## config.mk

```make
export PLATFORM = sky130hd
export DESIGN_NAME = adc_capture_flat
export DESIGN_NICKNAME = d
export VERILOG_FILES = /design/src/rtl/adc_capture_if.sv /design/src/rtl/adc_capture.sv /design/src/flat_wrapper.sv
export SDC_FILE = /design/constraint.sdc
export NUM_CORES = 1
export LEC_CHECK = 0
export BUFFER_PORTS_ARGS = -buffer_cell sky130_fd_sc_hd__buf_2
export CAP_MARGIN = 10
export CORE_ASPECT_RATIO = 1.25
export CORE_UTILIZATION = 43
export DETAILED_ROUTE_END_ITERATION = 10
export SYNTH_ARGS = -nofsm -noshare
export SYNTH_HDL_FRONTEND = slang
export SYNTH_SLANG_ARGS = --single-unit
```

## constraint.sdc

```tcl
create_clock -name clk -period 3.3 [get_ports clk]
set_clock_uncertainty 0.2 [all_clocks]
set_input_delay 0 -clock clk [delete_from_list [all_inputs] [get_ports clk]]
set_output_delay 0 -clock clk [all_outputs]
set_load 0.02 [all_outputs]
```

## src/rtl/adc_capture_if.sv

```systemverilog
`default_nettype none
// +-------------------------------------------------------------------+
// | adc_capture_if: valid/ready sample stream out of the ADC capture   |
// | Rev 1.0                                                            |
// +-------------------------------------------------------------------+
interface adc_capture_if #(
  parameter int DATA_W = 10
);
  logic [DATA_W-1:0] m_data;
  logic              m_valid;
  logic              m_ready;
  logic              m_last;

  modport master (output m_data, output m_valid, output m_last, input m_ready);
  modport slave  (input m_data, input m_valid, input m_last, output m_ready);
endinterface
`default_nettype wire

```

## src/rtl/adc_capture.sv

```systemverilog
`default_nettype none
// +-------------------------------------------------------------------+
// | adc_capture: ADC clock/strobe, offset-binary to signed, frame FIFO |
// | Optional macro ADC_DC_BIAS_EN: saturating DC_BIAS subtraction.     |
// | Rev 1.0                                                            |
// +-------------------------------------------------------------------+
module adc_capture #(
  parameter int                         DATA_W     = 10,
  parameter int                         DIV        = 4,
  parameter int                         FRAME_LEN  = 1024,
  parameter int                         FIFO_DEPTH = 16,
  parameter logic signed [DATA_W-1:0]   DC_BIAS    = '0
) (
  input  wire logic              clk,
  input  wire logic              rst,
  input  wire logic [DATA_W-1:0] adc_data,
  output logic                   adc_clk,
  input  wire logic              start,
  output logic                   busy,
  output logic                   done,
  output logic                   overflow,
  input  wire logic              ovf_clr,
  adc_capture_if.master          m
);

  localparam int c_DIV_W = $clog2(DIV);
  localparam int c_CNT_W = $clog2(FRAME_LEN);
  localparam int c_PTR_W = $clog2(FIFO_DEPTH);
  localparam int c_OCC_W = c_PTR_W + 1;
  localparam logic [c_DIV_W-1:0] c_DIV_LAST = c_DIV_W'(DIV - 1);
  localparam logic [c_DIV_W-1:0] c_DIV_HALF = c_DIV_W'(DIV / 2);
  localparam logic [c_DIV_W-1:0] c_STROBE   = c_DIV_W'(DIV / 2 - 1);
  localparam logic [c_CNT_W-1:0] c_LAST_IDX = c_CNT_W'(FRAME_LEN - 1);
  localparam logic [c_OCC_W-1:0] c_FULL     = c_OCC_W'(FIFO_DEPTH);

  generate
    if (DIV < 4 || (DIV % 2) != 0 || FRAME_LEN < 2 || FIFO_DEPTH < 2 ||
        (FIFO_DEPTH & (FIFO_DEPTH - 1)) != 0 || $bits(DC_BIAS) != DATA_W) begin : g_bad_params
      $error("adc_capture: illegal parameter set");
    end
  endgenerate

  typedef enum logic [1:0] {
    ST_IDLE    = 2'd0,
    ST_CAPTURE = 2'd1,
    ST_DRAIN   = 2'd2
  } state_t;

  state_t              r_state;
  logic [c_DIV_W-1:0]  r_div_cnt;
  logic                r_adc_clk;
  logic [DATA_W-1:0]   r_adc_q;
  logic [c_CNT_W-1:0]  r_samp_cnt;
  logic                r_busy;
  logic                r_done;
  logic                r_ovf;
  logic [DATA_W:0]     r_mem [FIFO_DEPTH];
  logic [c_PTR_W-1:0]  r_wr_ptr;
  logic [c_PTR_W-1:0]  r_rd_ptr;
  logic [c_OCC_W-1:0]  r_mem_cnt;

  logic [c_DIV_W-1:0]  w_div_nxt;
  logic                w_strobe;
  logic [DATA_W-1:0]   w_s;
  logic [DATA_W-1:0]   w_sample;
  logic [c_OCC_W-1:0]  w_occ;
  logic                w_full;
  logic                w_pop;
  logic                w_capt;
  logic                w_push;
  logic                w_drop;
  logic                w_load;
  logic                w_is_last;

  assign w_div_nxt = (r_div_cnt == c_DIV_LAST) ? '0 : r_div_cnt + 1'b1;
  assign w_strobe  = (r_div_cnt == c_STROBE);
  assign w_s       = {~r_adc_q[DATA_W-1], r_adc_q[DATA_W-2:0]};

`ifdef ADC_DC_BIAS_EN
  logic [DATA_W:0] w_diff;
  assign w_diff   = {w_s[DATA_W-1], w_s} - {DC_BIAS[DATA_W-1], DC_BIAS};
  // Top two bits disagree only when the DATA_W+1 result left the DATA_W range.
  assign w_sample = (w_diff[DATA_W] != w_diff[DATA_W-1]) ?
                    {w_diff[DATA_W], {(DATA_W-1){~w_diff[DATA_W]}}} :
                    w_diff[DATA_W-1:0];
`else
  assign w_sample = w_s;
`endif

  // Occupancy counts the output register too, so FIFO_DEPTH is the total capacity.
  assign w_occ     = r_mem_cnt + {{c_PTR_W{1'b0}}, m.m_valid};
  assign w_full    = (w_occ == c_FULL);
  assign w_pop     = m.m_valid & m.m_ready;
  assign w_capt    = (r_state == ST_CAPTURE) && w_strobe;
  assign w_push    = w_capt && (!w_full || w_pop);
  assign w_drop    = w_capt && w_full && !w_pop;
  assign w_load    = (!m.m_valid || w_pop) && (r_mem_cnt != '0);
  assign w_is_last = (r_samp_cnt == c_LAST_IDX);

  always_ff @(posedge clk) begin
    if (w_push) begin
      r_mem[r_wr_ptr] <= {w_is_last, w_sample};
    end
  end

  always_ff @(posedge clk) begin
    if (rst) begin
      r_state    <= ST_IDLE;
      r_div_cnt  <= '0;
      r_adc_clk  <= 1'b0;
      r_adc_q    <= '0;
      r_samp_cnt <= '0;
      r_busy     <= 1'b0;
      r_done     <= 1'b0;
      r_ovf      <= 1'b0;
      r_wr_ptr   <= '0;
      r_rd_ptr   <= '0;
      r_mem_cnt  <= '0;
      m.m_valid  <= 1'b0;
      m.m_last   <= 1'b0;
      m.m_data   <= '0;
    end else begin
      r_div_cnt <= w_div_nxt;
      r_adc_clk <= (w_div_nxt >= c_DIV_HALF);
      r_adc_q   <= adc_data;

      if (w_push) begin
        r_wr_ptr <= r_wr_ptr + 1'b1;
      end
      if (w_load) begin
        r_rd_ptr  <= r_rd_ptr + 1'b1;
        m.m_data  <= r_mem[r_rd_ptr][DATA_W-1:0];
        m.m_last  <= r_mem[r_rd_ptr][DATA_W];
        m.m_valid <= 1'b1;
      end else if (w_pop) begin
        m.m_valid <= 1'b0;
        m.m_last  <= 1'b0;
      end
      case ({w_push, w_load})
        2'b10:   r_mem_cnt <= r_mem_cnt + 1'b1;
        2'b01:   r_mem_cnt <= r_mem_cnt - 1'b1;
        default: r_mem_cnt <= r_mem_cnt;
      endcase

      if (ovf_clr) begin
        r_ovf <= 1'b0;
      end else if (w_drop) begin
        r_ovf <= 1'b1;
      end

      r_done <= (r_state == ST_DRAIN) && !r_done && w_pop && m.m_last;

      case (r_state)
        ST_IDLE: begin
          if (start) begin
            r_state    <= ST_CAPTURE;
            r_samp_cnt <= '0;
            r_busy     <= 1'b1;
          end
        end
        ST_CAPTURE: begin
          if (w_drop) begin
            r_state <= ST_IDLE;
            r_busy  <= 1'b0;
          end else if (w_push && w_is_last) begin
            r_state <= ST_DRAIN;
          end else if (w_push) begin
            r_samp_cnt <= r_samp_cnt + 1'b1;
          end
        end
        ST_DRAIN: begin
          if (r_done) begin
            r_state <= ST_IDLE;
            r_busy  <= 1'b0;
          end
        end
        default: begin
          r_state <= ST_IDLE;
          r_busy  <= 1'b0;
        end
      endcase
    end
  end

  assign adc_clk  = r_adc_clk;
  assign busy     = r_busy;
  assign done     = r_done;
  assign overflow = r_ovf;

endmodule
`default_nettype wire
```

## src/flat_wrapper.sv

```systemverilog
// flat-port wrapper written by rule: the top's interface ports become plain ports
module adc_capture_flat 
#(
  parameter int                         DATA_W     = 10,
  parameter int                         DIV        = 4,
  parameter int                         FRAME_LEN  = 1024,
  parameter int                         FIFO_DEPTH = 16,
  parameter logic signed [DATA_W-1:0]   DC_BIAS    = '0
)
  (clk, rst, adc_data, adc_clk, start, busy, done, overflow, ovf_clr, m_m_data, m_m_valid, m_m_last, m_m_ready);
  adc_capture_if #(.DATA_W(DATA_W)) m_i ();
  input  wire logic clk;
  input  wire logic rst;
  input  wire logic [DATA_W-1:0] adc_data;
  output logic adc_clk;
  input  wire logic start;
  output logic busy;
  output logic done;
  output logic overflow;
  input  wire logic ovf_clr;
  output wire logic [$bits(m_i.m_data)-1:0] m_m_data;
  output wire logic [$bits(m_i.m_valid)-1:0] m_m_valid;
  output wire logic [$bits(m_i.m_last)-1:0] m_m_last;
  input wire logic [$bits(m_i.m_ready)-1:0] m_m_ready;
  assign m_m_data = m_i.m_data;
  assign m_m_valid = m_i.m_valid;
  assign m_m_last = m_i.m_last;
  assign m_i.m_ready = m_m_ready;
  adc_capture #(.DATA_W(DATA_W), .DIV(DIV), .FRAME_LEN(FRAME_LEN), .FIFO_DEPTH(FIFO_DEPTH), .DC_BIAS(DC_BIAS)) u_core (.clk(clk), .rst(rst), .adc_data(adc_data), .adc_clk(adc_clk), .start(start), .busy(busy), .done(done), .overflow(overflow), .ovf_clr(ovf_clr), .m(m_i));
endmodule
```

==> results.yml, run 1 <==
run_status:
  status: "finished, final reports clean"
power:
  totalPowerFinal_w: 0.00783
  p_seq_frac: 0.438
  switchingPower_w: 0.00206
  swShare: 0.263
  irDropWorstVdd_v: 0.000445
  pwr-share-comb: 0.214
  p_int_w: 0.00578
  clock_power_share: 0.348
  power.density_nw_per_um2: 729
  power_leakage_nw: 3.64
critical_path:
  required_ns: 3.47
  reg2reg_to: "u_core.r_mem_cnt[4]"
  path_class: "flip-flop to flip-flop"
  cp_max_fo: 7
  reg2reg_depth: 15
  rrSetupSlack_ns: 0.20
  critPathCaptureType: "flip-flop"
  rr_startpoint: "u_core.m.m_valid"
  start_kind: "flip-flop"
  worstPathArrival_ns: 3.27
min_path:
  hp-class: "input port to flip-flop"
  min_from: "adc_data[7]"
  hold_depth: 3
  hold_end: "u_core.r_adc_q[7]"
floorplan:
  die_w_um: 132
  fp.dieH_um: 165
  die_area_um2: 21700
  core_um2: 20700
  num_io_pins: 31
  start_util: 0.438
  row_count: 59
cells_and_area:
  final_layout_size_suffix_gt1_frac: 0.264
  num-fill-cells: 1680
  final_core_util: 0.518
  area_delta_synth_final_pct: 18.2
  fin_nets: 650
  regArea_um2: 6410
  finalInstanceArea_um2: 10700
  diodes: 0
  multi_input_area_um2: 2570
logic_synthesis:
  synth-compound-area-share: 0.0384
  synth_top_family_by_area: "multiplexers"
  synth_seq_cells: 232
  synth.avg_cell_area_um2: 16.7
  synth.mux.area_fraction: 0.138
  synthAdderAreaFrac: 0.0193
  async_flop_share: 0
  synth_cell_types: 47
  synthFlopType: "edfxtp_1"
  synth_top_area_cell: "edfxtp_1"
  synth_cells: 545
  synth.area.top_cells: "edfxtp_1 58%, mux4_2 13%, dfxtp_1 12%"
  synthXorXnorAreaFrac: 0.0116
  seq_area_frac_synth: 0.705
  yosysWarnings: 0
  synth.top_cell.area_share: 0.581
  synth_area_um2: 9090
  synth_edf_count: 176
  syn-num-nets: 574
  yosys.area_share.simple: 0.0708
sta:
  worst_pin_slew_ns: 0.667
  relSlewSlack: 0.556
  timing_hold_violations_final: 0
  rsz0062_at_grt: "false"
  fmax_mhz: 322
  setup_viol: 0
  slew_viol_final: 0
  setup_tns_ns: 0
  fin_crit_ns: 3.10
  timing.final.crit_share: 0.940
  setup_ws_ns: 0.197
global_route:
  grt_pass1_vias: 5178
  grt-ovfl-total: 0
  antenna_found_initial: 0
  grt_pass1_wl_um: 29700
  track_usage: 0.182
  grt_max_degree: 33
flow_run:
  cap_violations: 0
cts:
  clk_pin_slew_worst_paths_ns: 0.06
  cts_tree: "built"
  clock_latency_ns: 0.51
  cts_made_buffers: 23
  clockRootBuffer: "clkbuf_16"
  clockBufferDepth: 3
  cts-htree-levels: 1
  clock-sinks: 232
placement:
  io_buffers: 30
  place_ws_ns: -0.0121
  hpwl_um: 11700
  dpl_cell_area_um2: 9750
  place_congestion: 0.745
detailed_routing:
  ant_nets: 0
  wirelength_um: 18700
  wire_per_inst_um: 20.6
  drc: 0
  drt_first_pass_iters: 6
  vias: 4881
  drt_iter0_drc: 203
  via_per_inst: 5.36
==> synth_stat cells (2+ instances only) <==
cell        n
buf_2      10
nand2b_1    3
inv_1      10
a21o_1      2
nor2_1     33
xor2_1      7
clkbuf_1   14
dfxtp_1    56
nand3_1     6
nor4bb_1    2
and2_1      2
xnor2_1     5
nand2_1    41
mux4_2     54
ha_1       14
edfxtp_1  176
a31oi_1     3
a211oi_1    2
mux2i_1     4
o21ai_0     9
or4_1       2
nor3_1     10
nand4_1     4
a21oi_2     2
buf_1       4
a21oi_1    28
nor2b_1    16
or3_1       7
==> cell type report <==
class / count / share of cell area
Inverter: 10 / 0.00349
Tap cell: 274 / 0.0319
Clock buffer: 29 / 0.0595
Sequential cell: 232 / 0.597
Timing Repair Buffer: 79 / 0.0545
Multi-Input combinational cell: 275 / 0.239
Clock inverter: 12 / 0.0146
==> flip-flops by register name (all words and copies together) (netlist names), 2 cells and up, named ones only <==
signal / cells
u_core.r_rd_ptr: 4
u_core.r_samp_cnt: 10
u_core.r_state: 2
u_core.m.m_data: 10
u_core.r_wr_ptr: 4
u_core.r_mem: 176
u_core.r_mem_cnt: 5
u_core.r_adc_q: 10
==> worst max-delay path by stage <==
stage                                    from             endpoint  cells after the start
after floorplan           u_core.r_mem_cnt[1]  u_core.r_mem_cnt[4]                     15
after global placement    u_core.r_mem_cnt[0]  u_core.r_mem_cnt[4]                     15
after detailed placement  u_core.r_mem_cnt[0]  u_core.r_mem_cnt[4]                     15
after CTS                 u_core.r_mem_cnt[0]  u_core.r_mem_cnt[4]                     15
after global routing         u_core.m.m_valid  u_core.r_mem_cnt[4]                     15
final                        u_core.m.m_valid  u_core.r_mem_cnt[4]                     15
==> cell families after synthesis <==
group                      after synthesis
adders and majority gates               14
AOI/OAI and AO/OA                       58
and+or+nand+nor                        133
buffers and inverters                   38
xor gates and xnor gates                12
DFF                                    232
muxes                                   58
==> power by group through the flow <==
| stage | Clock [W] | Sequential, W | Combinational [W] |
|---|---|---|---|
| 3_5_place_dp | 0 | 0.00349 | 0.00165 |
| 3_3_place_gp | 0 | 0.00348 | 0.00162 |
| 6_report | 0.00273 | 0.00343 | 0.00168 |
| 2_1_floorplan | 0 | 0.00348 | 0.00118 |
| 5_1_grt | 0.00290 | 0.00346 | 0.00183 |
| 4_1_cts | 0.00279 | 0.00343 | 0.00167 |
==> worst max-delay path, cell delays in order, from the launching register on <==
cell and delay (ns):
dfxtp_2 0.36, ha_2 0.20, ha_1 0.21, or3b_1 0.38
a21oi_2 0.18, a21oi_2 0.08, inv_1 0.08, ha_2 0.19
xor2_1 0.16, ha_2 0.19, a21boi_4 0.17, o211a_1 0.16
o21bai_1 0.06, a21oi_1 0.17, xnor2_1 0.13, nor2_1 0.05
==> metal layers <==
layer  wire [µm]  vias to the layer above  global-route usage
met3         640                       29              0.0230
met2        9900                       96               0.335
met4         340                        0              0.0534
met5           0                        -                   0
met1        7870                     2501               0.225
li1            -                     2255                   -
==> cell usage in the layout, fill, tap and decap left out, types with 2 or more instances in the layout <==
cell type / synthesis / final
a21oi_2: 2 / 3
xor2_1: 7 / 7
nor4bb_1: 2 / 2
a21o_1: 2 / 2
dlygate4sd3_1: 0 / 17
buf_4: 0 / 30
buf_2: 10 / 30
ha_1: 14 / 11
a31oi_1: 3 / 3
clkinv_1: 0 / 3
nor3_2: 0 / 4
a21oi_1: 28 / 27
a211oi_1: 2 / 2
o21ai_0: 9 / 8
and2_1: 2 / 2
inv_1: 10 / 10
nor3_1: 10 / 6
bufinv_16: 0 / 4
nand2b_1: 3 / 3
nand4_1: 4 / 4
nand3_1: 6 / 6
clkinv_2: 0 / 5
or4_1: 2 / 2
buf_12: 0 / 2
ha_2: 0 / 3
clkbuf_16: 0 / 24
dfxtp_2: 0 / 4
dfxtp_1: 56 / 52
clkbuf_1: 14 / 3
nand2_1: 41 / 41
o21ai_1: 1 / 2
clkbuf_8: 0 / 2
edfxtp_1: 176 / 176
mux4_2: 54 / 54
mux2i_1: 4 / 4
xnor2_1: 5 / 5
or3_1: 7 / 7
nor2b_1: 16 / 16
nor2_1: 33 / 33
==> repair_timing <==
| item | CTS | global route |
|---|---|---|
| resized for setup | 1 | 8 |
| hold buffers | 17 | 0 |
| setup buffers | 0 | 1 |
| hold endpoints to repair | 55 | 0 |
| pin swaps | 0 | 3 |
| endpoints found under the setup margin | 1 | 1 |
| cloned | 0 | 0 |
==> per-stage QoR <==
stage,hold slack [ns],instances
after floorplan,-0.121,545
final,0.0372,911
after global routing,0.0393,911
after detailed placement,-0.0253,852
after global placement,-0.0343,852
after CTS,0.0160,910
Note: power is estimated with default switching activity, not from simulation.
==> run 2: changes to the inputs <==
Settings changed: HOLD_SLACK_MARGIN set to 0.12.
==> run 2 against run 1 <==
Compared with the run above: critical path depth unchanged; sequential share of layout area fell by 1.0 points; via count is 1.7% higher; fmax about the same; critical endpoint unchanged; register-to-register slack hardly changed; cell area up 1.8%; clock power is essentially flat; sequential power barely moved; count of clock-buffer cells in the layout stayed put.
==> results.yml, run 2 (synthesis gave the netlist of run 1 again) <==
cells_and_area:
  final-instance-count-excl-fill: 930
  num-fill-cells: 1665
  layout_common_cells: "176 x edfxtp_1, 54 x mux4_2, 52 x dfxtp_1"
  final_core_util: 0.527
  final_common_cell: "edfxtp_1"
  diodes: 0
  area_delta_synth_final_pct: 20.3
  regArea_um2: 6410
  top_register: "u_core.r_mem"
  largest_reg_flops: 176
  final_layout_size_suffix_gt1_frac: 0.256
  multi_input_area_um2: 2570
  fin_nets: 669
critical_path:
  reg2reg_depth: 15
  path_class: "flip-flop to flip-flop"
  required_ns: 3.47
  critPathTopFamily: "compound AO/OA/AOI/OAI gates"
  crit_path_frequent_cell: "ha_2"
  cp_max_fo: 7
  cp_num_cells: 15
  critPathCaptureType: "flip-flop"
  start_kind: "flip-flop"
  cp_num_buf_inv: 1
  cp_cell_sequence: "ha_2 -> ha_1 -> or3b_1 -> a21oi_2 -> a21oi_2 -> inv_1 -> ha_2 -> xor2_1 -> ha_2 -> a21boi_4 -> o211a_1 -> o21bai_1 -> a21oi_1 -> xnor2_1 -> nor2_1"
  max_stage_delay_ns: 0.38
  worstPathArrival_ns: 3.28
  cp_slowest_cell: "or3b_1"
global_route:
  antenna_found_initial: 0
  track_usage: 0.185
  grt_max_degree: 33
  grt_pass1_vias: 5262
  grt_pass1_wl_um: 30200
  grt-ovfl-total: 0
power:
  power.density_nw_per_um2: 719
  totalPowerFinal_w: 0.00786
  irDropWorstVdd_v: 0.000443
  power_leakage_nw: 3.73
cts:
  clock_latency_ns: 0.51
  clk_pin_slew_worst_paths_ns: 0.07
  clockBufferDepth: 3
  clock-sinks: 232
  cts_made_buffers: 23
  clockRootBuffer: "clkbuf_16"
  cts_tree: "built"
  cts-htree-levels: 1
detailed_routing:
  wire_per_inst_um: 20.4
  drt_first_pass_iters: 4
  via_per_inst: 5.34
  drt_iter0_drc: 245
  met1_length_um: 7880
  route.met3.wl_um: 768
  routed.top_layer: "met4"
  wirelength_um: 19000
  wl_met2_um: 9980
  ant_nets: 0
  vias: 4964
  drc: 0
placement:
  io_buffers: 30
  hpwl_um: 11700
  placed_cells: 852
  place_congestion: 0.745
  place_ws_ns: -0.0121
sta:
  fin_crit_ns: 3.10
  timing.final.crit_share: 0.940
  slew_viol_final: 0
  worst_pin_slew_ns: 0.664
  fmax_mhz: 322
  setup_ws_ns: 0.197
  rsz0062_at_grt: "false"
  setup_viol: 0
  timing_hold_violations_final: 0
  relSlewSlack: 0.558
  whs_ns: 0.140
flow_run:
  cap_violations: 0
floorplan:
  die_area_um2: 21700
  fp.dieH_um: 165
  start_util: 0.438
  die_w_um: 132
  core_um2: 20700
  row_count: 59
  num_io_pins: 31
min_path:
  hp-class: "input port to flip-flop"
  hold_depth: 3
run_status:
  status: "finished, final reports clean"
-- run 2: cell count changes in the layout (fill, tap and decap cells not counted) --
| cell | previous run | this run |
|---|---|---|
| dlygate4sd3_1 | 17 | 36 |
-- run 2: layout make-up --
class	count	share of cell area
sequential	232	0.586
multi-input combinational	275	0.235
tap	274	0.0314
timing repair buffer	98	0.0709
clock inverter	12	0.0143
clock buffer	29	0.0585
inverter	10	0.00343
-- run 2: timing repair --
item | CTS | global route
pin swaps | 0 | 3
hold endpoints to repair | 56 | 0
setup buffers | 0 | 1
gates resized for setup | 1 | 8
hold buffers | 36 | 0
setup endpoints to repair | 1 | 1
-- run 2: through the flow --
stage / instance area (µm²) / setup TNS (ns)
floorplan: 9090 / 0
global placement: 9750 / 0
detailed placement: 9750 / -0.0121
CTS: 10900 / 0
global route: 10900 / 0
finish: 10900 / 0
-- run 2: where the power goes --
group | internal (W) | total [W] | switching, W
logic | 0.000848 | 0.00169 | 0.000845
clock network | 0.00168 | 0.00273 | 0.00105
registers | 0.00326 | 0.00343 | 0.000167
-- run 2: worst paths after layout --
kind	startpoint	endpoint	slack (ns)
max reg2reg	u_core.m.m_valid	u_core.r_mem_cnt[4]	0.20
max	u_core.m.m_valid	u_core.r_mem_cnt[4]	0.20
min	adc_data[4]	u_core.r_adc_q[4]	0.14
min reg2reg	u_core.m.m_data[4]	u_core.m.m_data[4]	0.25
-- run 2: worst register-to-register path: stages (launching register included) --
cell	delay (ns)
dfxtp_2	0.36
ha_2	0.21
ha_1	0.21
or3b_1	0.38
a21oi_2	0.18
a21oi_2	0.08
inv_1	0.08
ha_2	0.19
xor2_1	0.16
ha_2	0.20
a21boi_4	0.17
o211a_1	0.16
o21bai_1	0.06
a21oi_1	0.17
xnor2_1	0.13
nor2_1	0.05
-- run 2: routing by layer --
| metal | vias to the layer above | track usage |
|---|---|---|
| li1 | 2293 | - |
| met1 | 2531 | 0.228 |
| met2 | 110 | 0.341 |
| met3 | 30 | 0.0239 |
| met4 | 0 | 0.0539 |
| met5 | - | 0 |
==> run 3: changes to the inputs <==
Settings changed: CORE_UTILIZATION 43 to 50, PLACE_DENSITY set to 0.69.
Clock period 3.3 ns to 2.6 ns, I/O delays scaled along.
==> run 3 against run 2 <==
Compared with the run above: the run now ends with setup timing left; non-clock buffer count up 46; final cell count shrank 0.43%; register-to-register slack worse by 0.47 ns; sequential cell count is the same; via count is 5.0% higher; sequential power is 26% higher; count of clock-buffer cells in the layout increased by 2; sequential share of layout area decreased by 2.6 points; largest cell class unchanged; largest power group unchanged.
==> results.yml, run 3 (synthesis gave the netlist of run 1 again) <==
sta:
  slew_viol_final: 0
  fin_crit_ns: 2.88
  setup_ws_ns: -0.277
  timing_hold_violations_final: 0
  worst_pin_slew_ns: 0.744
  fmax_mhz: 348
  whs_ns: 0.221
  setup_viol: 3
  rsz0062_at_grt: "true"
  timing.final.crit_share: 1.11
  relSlewSlack: 0.502
cts:
  clock_latency_ns: 0.51
  clockRootBuffer: "clkbuf_16"
  clockBufferDepth: 3
  clk_pin_slew_worst_paths_ns: 0.07
  clock-sinks: 232
  cts-htree-levels: 1
  cts_tree: "built"
  cts_made_buffers: 23
global_route:
  grt_max_degree: 27
  grt_pass1_wl_um: 30400
  grt-ovfl-total: 0
  track_usage: 0.221
  grt_pass1_vias: 5475
  antenna_found_initial: 0
cells_and_area:
  fin_nets: 715
  area_delta_synth_final_pct: 25.9
  final_common_cell: "edfxtp_1"
  finalInstanceArea_um2: 11400
  top_register: "u_core.r_mem"
  largest_reg_flops: 176
  num-fill-cells: 1214
  final-instance-count-excl-fill: 926
  diodes: 0
  final_layout_size_suffix_gt1_frac: 0.330
  layout_common_cells: "176 x edfxtp_1, 59 x buf_4, 54 x mux4_2"
critical_path:
  crit_path_frequent_cell: "buf_6"
  worstPathArrival_ns: 3.07
  cp_slowest_cell: "or4_4"
  start_kind: "flip-flop"
  cp_num_buf_inv: 4
  rr_startpoint: "u_core.r_mem_cnt[0]"
  critPathTopFamily: "simple AND/OR/NAND/NOR gates"
  required_ns: 2.80
  cp_cell_sequence: "buf_6 -> or4_4 -> o21ai_4 -> inv_2 -> ha_4 -> buf_4 -> buf_6 -> ha_1 -> o211a_1 -> o21bai_1 -> a21oi_1 -> xnor2_1 -> nor2_1"
  cp_max_fo: 6
  startpoint: "u_core.r_mem_cnt[0]"
  critPathCaptureType: "flip-flop"
  rrSetupSlack_ns: -0.28
  reg2reg_depth: 13
  reg2reg_to: "u_core.r_mem_cnt[4]"
  cp_num_cells: 13
  worstSetupEndpoint: "u_core.r_mem_cnt[4]"
  path_class: "flip-flop to flip-flop"
  max_stage_delay_ns: 0.56
placement:
  place_ws_ns: -0.350
  placed_cells: 835
  dpl_cell_area_um2: 10100
  io_buffers: 30
  place_congestion: 0.804
  hpwl_um: 12700
run_status:
  violations: "setup timing"
  status: "finished with violations"
detailed_routing:
  vias: 5211
  ant_nets: 0
  drt_first_pass_iters: 4
  wirelength_um: 19700
  via_per_inst: 5.63
  drc: 0
  wire_per_inst_um: 21.3
  drt_iter0_drc: 284
floorplan:
  die_w_um: 123
  fp.dieH_um: 153
  core_um2: 17600
  die_area_um2: 18700
  start_util: 0.515
  num_io_pins: 31
  row_count: 54
power:
  irDropWorstVdd_v: 0.000639
  power.density_nw_per_um2: 895
  totalPowerFinal_w: 0.0102
  power_leakage_nw: 3.96
flow_run:
  cap_violations: 0
min_path:
  hp-class: "input port to flip-flop"
-- run 3: cell types whose count changed in the layout (fill, tap and decap cells not counted), moves of 3 or more --
| cell | delta |
|---|---|
| buf_4 | +29 |
| nor2_1 | -12 |
| nor2_2 | +10 |
| dlygate4sd3_1 | +9 |
| buf_12 | +4 |
| buf_6 | +4 |
| ha_4 | +4 |
| nor3_2 | -4 |
| nor3_4 | +4 |
| clkinv_2 | -3 |
| clkinvlp_4 | +3 |
| inv_1 | -3 |
-- run 3: repair_timing --
action                                  4_1_cts  5_1_grt
pin swaps                                    17        7
hold buffers                                 42        3
resized for setup                            12        9
endpoints found under the setup margin       20       18
setup buffers                                 5        2
endpoints found under the hold margin        54       15
-- run 3: through the flow --
stage / TNS [ns] / util
4_1_cts: -0.724 / 0.645
6_report: -0.648 / 0.649
5_1_grt: -1.18 / 0.649
2_1_floorplan: -0.740 / -
3_3_place_gp: -0.910 / 0.573
3_5_place_dp: -1.59 / 0.573
-- run 3: worst min path at each step --
stage               startpoint             endpoint  slack [ns]  cells after the start
floorplan              ovf_clr      u_core.overflow       -0.12                      1
global placement       ovf_clr      u_core.overflow       -0.03                      2
detailed placement     ovf_clr      u_core.overflow       -0.03                      2
CTS                        rst  u_core.r_mem_cnt[1]       -0.20                      2
global route         m_m_ready      u_core.m.m_last        0.24                      4
finish               m_m_ready      u_core.m.m_last        0.22                      4
-- run 3: cell type report --
type | instances | area, µm² | area share
multi-input combinational | 275 | 2720 | 0.238
inverter | 10 | 41.3 | 0.00361
tap | 224 | 280 | 0.0245
clock buffer | 31 | 646 | 0.0564
sequential | 232 | 6420 | 0.561
timing repair buffer | 144 | 1210 | 0.106
clock inverter | 10 | 131 | 0.0115
-- run 3: layer usage --
layer	part of all wire	vias to the layer above	global-route usage	routed length [µm]
li1	-	2382	-	-
met5	0	-	0	0
met4	0.031	0	0.0842	612
met1	0.39	2652	0.274	7750
met2	0.53	136	0.388	10500
met3	0.044	41	0.0296	868
-- run 3: report_power, final --
group,total (W),internal (W),switching (W)
logic,0.00255,0.00132,0.00123
clock network,0.00338,0.00204,0.00135
registers,0.00431,0.00415,0.000159
total,0.0102,0.00751,0.00274
-- run 3: worst min-delay path, cell delays in order --
cell and delay (ns):
dlygate4sd3_1 0.52, buf_2 0.15, a21oi_1 0.07, o21ba_1 0.15
